<file path="config.mk">
export PLATFORM = sky130hd
export DESIGN_NAME = jt12_mux_rx
export DESIGN_NICKNAME = d
export VERILOG_FILES = /design/src/rtl/jt12_mux_rx.sv
export SDC_FILE = /design/constraint.sdc
export NUM_CORES = 1
export LEC_CHECK = 0
export CORE_AREA = 2 2 172 174
export CTS_BUF_LIST = sky130_fd_sc_hd__clkbuf_8
export CTS_CLUSTER_DIAMETER = 120
export DETAILED_ROUTE_END_ITERATION = 10
export DIE_AREA = 0 0 174 176
export SLEW_MARGIN = 20
export SYNTH_ARGS = -nofsm -noshare
export SYNTH_HDL_FRONTEND = slang
export SYNTH_SLANG_ARGS = --single-unit
</file>
<file path="constraint.sdc">
create_clock -name clk -period 8 [get_ports clk]
set_clock_uncertainty 0.05 [all_clocks]
set_input_delay 1.2 -clock clk [delete_from_list [all_inputs] [get_ports clk]]
set_output_delay 1.2 -clock clk [all_outputs]
set_load 0.02 [all_outputs]
</file>
<file path="src/rtl/jt12_mux_rx.sv">
// Demultiplexes time-slotted 9-bit stereo samples into per-channel capture
// registers and produces a 12-bit signed sum once every frame is complete.
module jt12_mux_rx #(
  parameter int CHANNELS = 6
) (
  input  logic        rst,
  input  logic        clk,
  input  logic        clk_en,
  input  logic [8:0]  mux_left,
  input  logic [8:0]  mux_right,
  input  logic        mux_sample,
  input  logic        frame_sync,
  input  logic [2:0]  ch_sel,
  output logic [11:0] left,
  output logic [11:0] right,
  output logic        sample,
  output logic [8:0]  ch_left,
  output logic [8:0]  ch_right,
  output logic        locked,
  output logic        sync_err
);

  typedef enum logic [1:0] {
    HUNT,
    RUN,
    DONE
  } state_t;

  localparam logic [2:0] LAST_SLOT = 3'(CHANNELS - 1);

  state_t      state;
  logic [2:0]  slot;
  logic [11:0] acc_l;
  logic [11:0] acc_r;
  logic [8:0]  cap_l [CHANNELS];
  logic [8:0]  cap_r [CHANNELS];
  logic [11:0] ext_l;
  logic [11:0] ext_r;

  assign ext_l  = {{3{mux_left[8]}}, mux_left};
  assign ext_r  = {{3{mux_right[8]}}, mux_right};
  assign locked = (state != HUNT);

  // A frame_sync strobe always restarts the frame; it is only a violation
  // when it cuts a frame short (RUN), not when it follows a finished one.
  always_ff @(posedge clk or posedge rst) begin
    if (rst) begin
      state    <= HUNT;
      slot     <= '0;
      acc_l    <= '0;
      acc_r    <= '0;
      left     <= '0;
      right    <= '0;
      sample   <= 1'b0;
      sync_err <= 1'b0;
      for (int i = 0; i < CHANNELS; i++) begin
        cap_l[i] <= '0;
        cap_r[i] <= '0;
      end
    end else if (clk_en) begin
      sample   <= 1'b0;
      sync_err <= 1'b0;
      if (mux_sample) begin
        if (frame_sync) begin
          if (state == RUN) sync_err <= 1'b1;
          cap_l[0] <= mux_left;
          cap_r[0] <= mux_right;
          acc_l    <= ext_l;
          acc_r    <= ext_r;
          slot     <= 3'd1;
          state    <= RUN;
        end else begin
          case (state)
            RUN: begin
              cap_l[slot] <= mux_left;
              cap_r[slot] <= mux_right;
              if (slot == LAST_SLOT) begin
                left   <= acc_l + ext_l;
                right  <= acc_r + ext_r;
                sample <= 1'b1;
                slot   <= '0;
                state  <= DONE;
              end else begin
                acc_l <= acc_l + ext_l;
                acc_r <= acc_r + ext_r;
                slot  <= slot + 3'd1;
              end
            end
            DONE: begin
              sync_err <= 1'b1;
              slot     <= '0;
              state    <= HUNT;
            end
            default: ;
          endcase
        end
      end
    end
  end

  // Out-of-range channel indices read back as silence.
  always_comb begin
    ch_left  = '0;
    ch_right = '0;
    if (32'(ch_sel) < CHANNELS) begin
      ch_left  = cap_l[ch_sel];
      ch_right = cap_r[ch_sel];
    end
  end

endmodule

</file>
==> impl_metrics.py <==
metrics = {
    "clock_tree": {
        "cts_hold_buf": 0,
        "h-tree-depth": 4,
        "cts.path.max_buffers": 2,
        "numCtsBuffers": 17,
        "path_clk_slew_ns": 0.08,
        "post_cts.repair.setup_buffers": 0,
        "cts_resized": 0,
        "cts.sinks": 163,
        "root_buffer": "clkbuf_8",
        "clkLatencyLatePin_ns": 0.46,
        "cts_tree": "done",
    },
    "floorplanning": {
        "io_pins": 71,
        "die_area_mm2": 0.03062,
        "rows": 62,
        "coreArea_mm2": 0.02855,
        "die_w_um": 174,
        "die_h_um": 176,
        "initial_core_util_pct": 29.70,
    },
    "sta": {
        "fin_crit_sh_pct": 66.31,
        "worst_pin_slew_ns": 1.073,
        "timing.fmax_mhz": 188.5,
        "worst_slew_margin_rel_pct": 28.25,
        "final.setup.worst_slack_ns": 2.695,
        "final.setup.tns_ns": 0,
        "finalHoldViolCount": 0,
        "setup_violations": 0,
        "rsz0062_at_grt": "no",
        "fin_crit_ns": 5.305,
        "drv_slew": 0,
    },
    "logic_synthesis": {
        "ys.flop_type": "dfrtp_1",
        "yosys-top-cells-count": "163 x dfrtp_1, 133 x nand2_1, 83 x mux2_2, 42 x o21ai_0",
        "synth_seq_cells": 163,
        "synth_nets": 819,
        "synth_top_area_cell": "dfrtp_1",
        "yosys_warnings": 0,
        "ys_types": 67,
        "synth-async-reset-ratio_pct": 100.0,
        "syn_area_per_cell_um2": 11.03,
        "syn_area_mm2": 0.008479,
        "postSynthCellCount": 769,
        "yosysTopAreaCellShare_pct": 48.10,
        "yosysSeqAreaShare_pct": 48.10,
        "yosysMostFrequentCell": "dfrtp_1",
        "synth-edff-count": 0,
        "ys_top_cells_by_area": "dfrtp_1 48%, mux2_2 11%, nand2_1 5.9%",
    },
    "pwr": {
        "power_frac_clock_pct": 19.1,
        "power_frac_comb_pct": 40.3,
        "switching_share_pct": 35.98,
        "p_int_w": 0.002088,
        "ir_drop_uv": 96.82,
        "p_leak_nw": 4.474,
        "pwr-share-seq_pct": 40.6,
        "p_sw_w": 0.001174,
        "p_per_area_mw_per_mm2": 328.4,
    },
    "layout": {
        "fill_cells": 2921,
        "ff_latch_area_mm2": 0.004079,
        "areaGrowthSynthToFinish_pct": 17.15,
        "num_antenna_cells": 0,
        "drive_above_1_share_pct": 20.64,
        "finalNetCount": 875,
        "multi_input_area_mm2": 0.004078,
    },
    "grt": {
        "grt_pass1_vias": 5928,
        "grt_pass1_wl_um": 32810,
        "met2_usage_pct": 22.56,
        "grt_overflow_total": 0,
        "use_met1_pct": 17.52,
        "grt_start_max_net_pins": 88,
        "antenna_found_initial": 0,
        "grtUsageMet3_pct": 4.027,
        "grt.busiest_layer": "met2",
        "grt.total_usage_pct": 13.65,
    },
    "critical_path": {
        "path_delay_family": "buffers and inverters",
        "slowest_stage": "clkdlybuf4s50_1",
        "reg2reg_slack_ns": 5.54,
        "crit_type": "in2out",
        "regToRegStartpoint": "state[0]",
        "crit_fanout": 19,
        "arrival_ns": 4.06,
        "startpoint_type": "primary input",
        "path_cells": "clkdlybuf4s50_1 -> nand2b_1 -> o22ai_1 -> clkdlybuf4s50_1",
        "end_kind": "primary output",
        "setup.worst_path.end": "ch_left[4]",
        "crit_buf_inv": 2,
        "slowest_delay_ns": 0.97,
        "crit_cells": 4,
        "crit_top_cell": "clkdlybuf4s50_1",
        "r2r-end": "cap_r[35]",
        "cp.required_ns": 6.75,
        "crit_start": "ch_sel[2]",
        "r2r_cells": 4,
    },
    "flow_run": {
        "drv_cap": 0,
    },
    "detailed_routing": {
        "wl_per_cell_um": 16.46,
        "ant_nets": 0,
        "dr.first_iter.drc_count": 404,
        "routed_wl_um": 20120,
        "vias": 5861,
        "via_per_inst": 4.796,
        "dr.pass1.iters": 5,
        "drc_errors": 0,
    },
    "placement": {
        "pre_cts_ws_ns": 2.620,
        "hpwl_um": 13810,
        "gp_congestion": 0.7603,
        "io_buffers": 70,
    },
    "worst_hold_path": {
        "min_from": "cap_l[7]",
        "hold_class": "reg2reg",
    },
    "outcome": {
        "status": "finished, final reports clean",
    },
}
==> sequential cells by signal, summed over array words and instances (netlist names) <==
| signal | count |
|---|---|
| sync_err | 1 |
| cap_r | 54 |
| right | 12 |
| cap_l | 54 |
| left | 12 |
| acc_l | 12 |
| acc_r | 12 |
| slot | 3 |
| state | 2 |
| sample | 1 |
==> metal layers <==
layer	routed length (um)	vias up
met5	0	-
met4	210	0
met3	1184	14
met2	9630	101
met1	9095	2923
li1	-	2823
==> placed cells by master (no fill, tap or decap), types with 3 or more instances in the layout <==
cell type	synthesis	final
nor3b_1	6	6
clkdlybuf4s50_1	0	68
clkinvlp_4	0	3
dfrtp_1	163	163
o21ai_0	42	42
o21ai_1	5	5
a21oi_2	4	4
buf_4	5	9
xor2_1	9	9
ha_1	22	22
o21a_1	3	3
nand3_1	10	10
inv_1	30	29
nand2b_1	5	5
mux2_2	83	83
o31ai_1	4	4
and3_1	4	4
a31oi_1	3	3
o211ai_1	3	3
a21oi_1	28	28
nor3_1	9	9
mux2i_1	30	30
mux4_2	18	18
nor2_1	24	24
nor2b_1	3	3
a21o_1	12	12
inv_6	0	5
xnor2_1	8	8
clkbuf_8	0	19
nand2_1	133	132
o22ai_1	21	21
==> stage by stage <==
stage / total power [W] / hold WS [ns] / instances / area, um^2 / util, %
finish: 0.003262 / 0.4261 / 1222 / 9933 / 34.80
global route: 0.003504 / 0.4422 / 1222 / 9933 / 34.80
CTS: 0.003300 / 0.4281 / 1222 / 9925 / 34.77
detailed placement: 0.002667 / 0.4076 / 1190 / 9515 / 33.33
global placement: 0.002635 / 0.4102 / 1190 / 9515 / 33.33
floorplan: 0.002259 / 0.3905 / 769 / 8479 / -
==> final cells by class <==
type                       instances  area share (%)
sequential                       163           41.06
multi-input combinational        533           41.05
timing repair buffer              80           7.747
tap                              384           4.837
clock buffer                      19           2.633
clock inverter                    13           1.486
inverter                          30           1.184
==> kinds of logic (layout without fill, tap and decap cells) <==
group                    count (synthesis)  in the layout  synth area share, %
adder cells (fa/ha/maj)                 24             24                3.718
flip-flops                             163            163                48.10
AND/OR/NAND/NOR                        216            216                11.89
multiplexers                           133            133                19.61
XOR/XNOR                                17             17                1.756
buffers and inverters                   73            142                3.896
AO/OA/AOI/OAI                          143            143                11.02
==> worst min-delay path by stage <==
stage / depth (start not counted) / endpoint / slack (ns)
after floorplan: 2 / cap_l[0] / 0.39
after global placement: 2 / cap_r[10] / 0.41
after detailed placement: 2 / cap_l[7] / 0.41
after CTS: 2 / cap_l[7] / 0.43
after global routing: 2 / cap_l[7] / 0.44
final: 2 / cap_l[7] / 0.43
==> worst reg2reg max path: cells and delay by family (launching register included) <==
family | cells | cell delay [ns]
and+or+nand+nor | 3 | 1.30
DFF | 1 | 0.57
muxes | 1 | 0.42
==> power groups by stage <==
stage	sequential, W	combinational (W)	clock [W]
3_5_place_dp	0.00134	0.00133	0
2_1_floorplan	0.00134	0.000921	0
3_3_place_gp	0.00133	0.00130	0
4_1_cts	0.00133	0.00133	0.000641
5_1_grt	0.00137	0.00146	0.000672
6_report	0.00133	0.00131	0.000623
No activity file was read; power rests on OpenSTA's default activity.
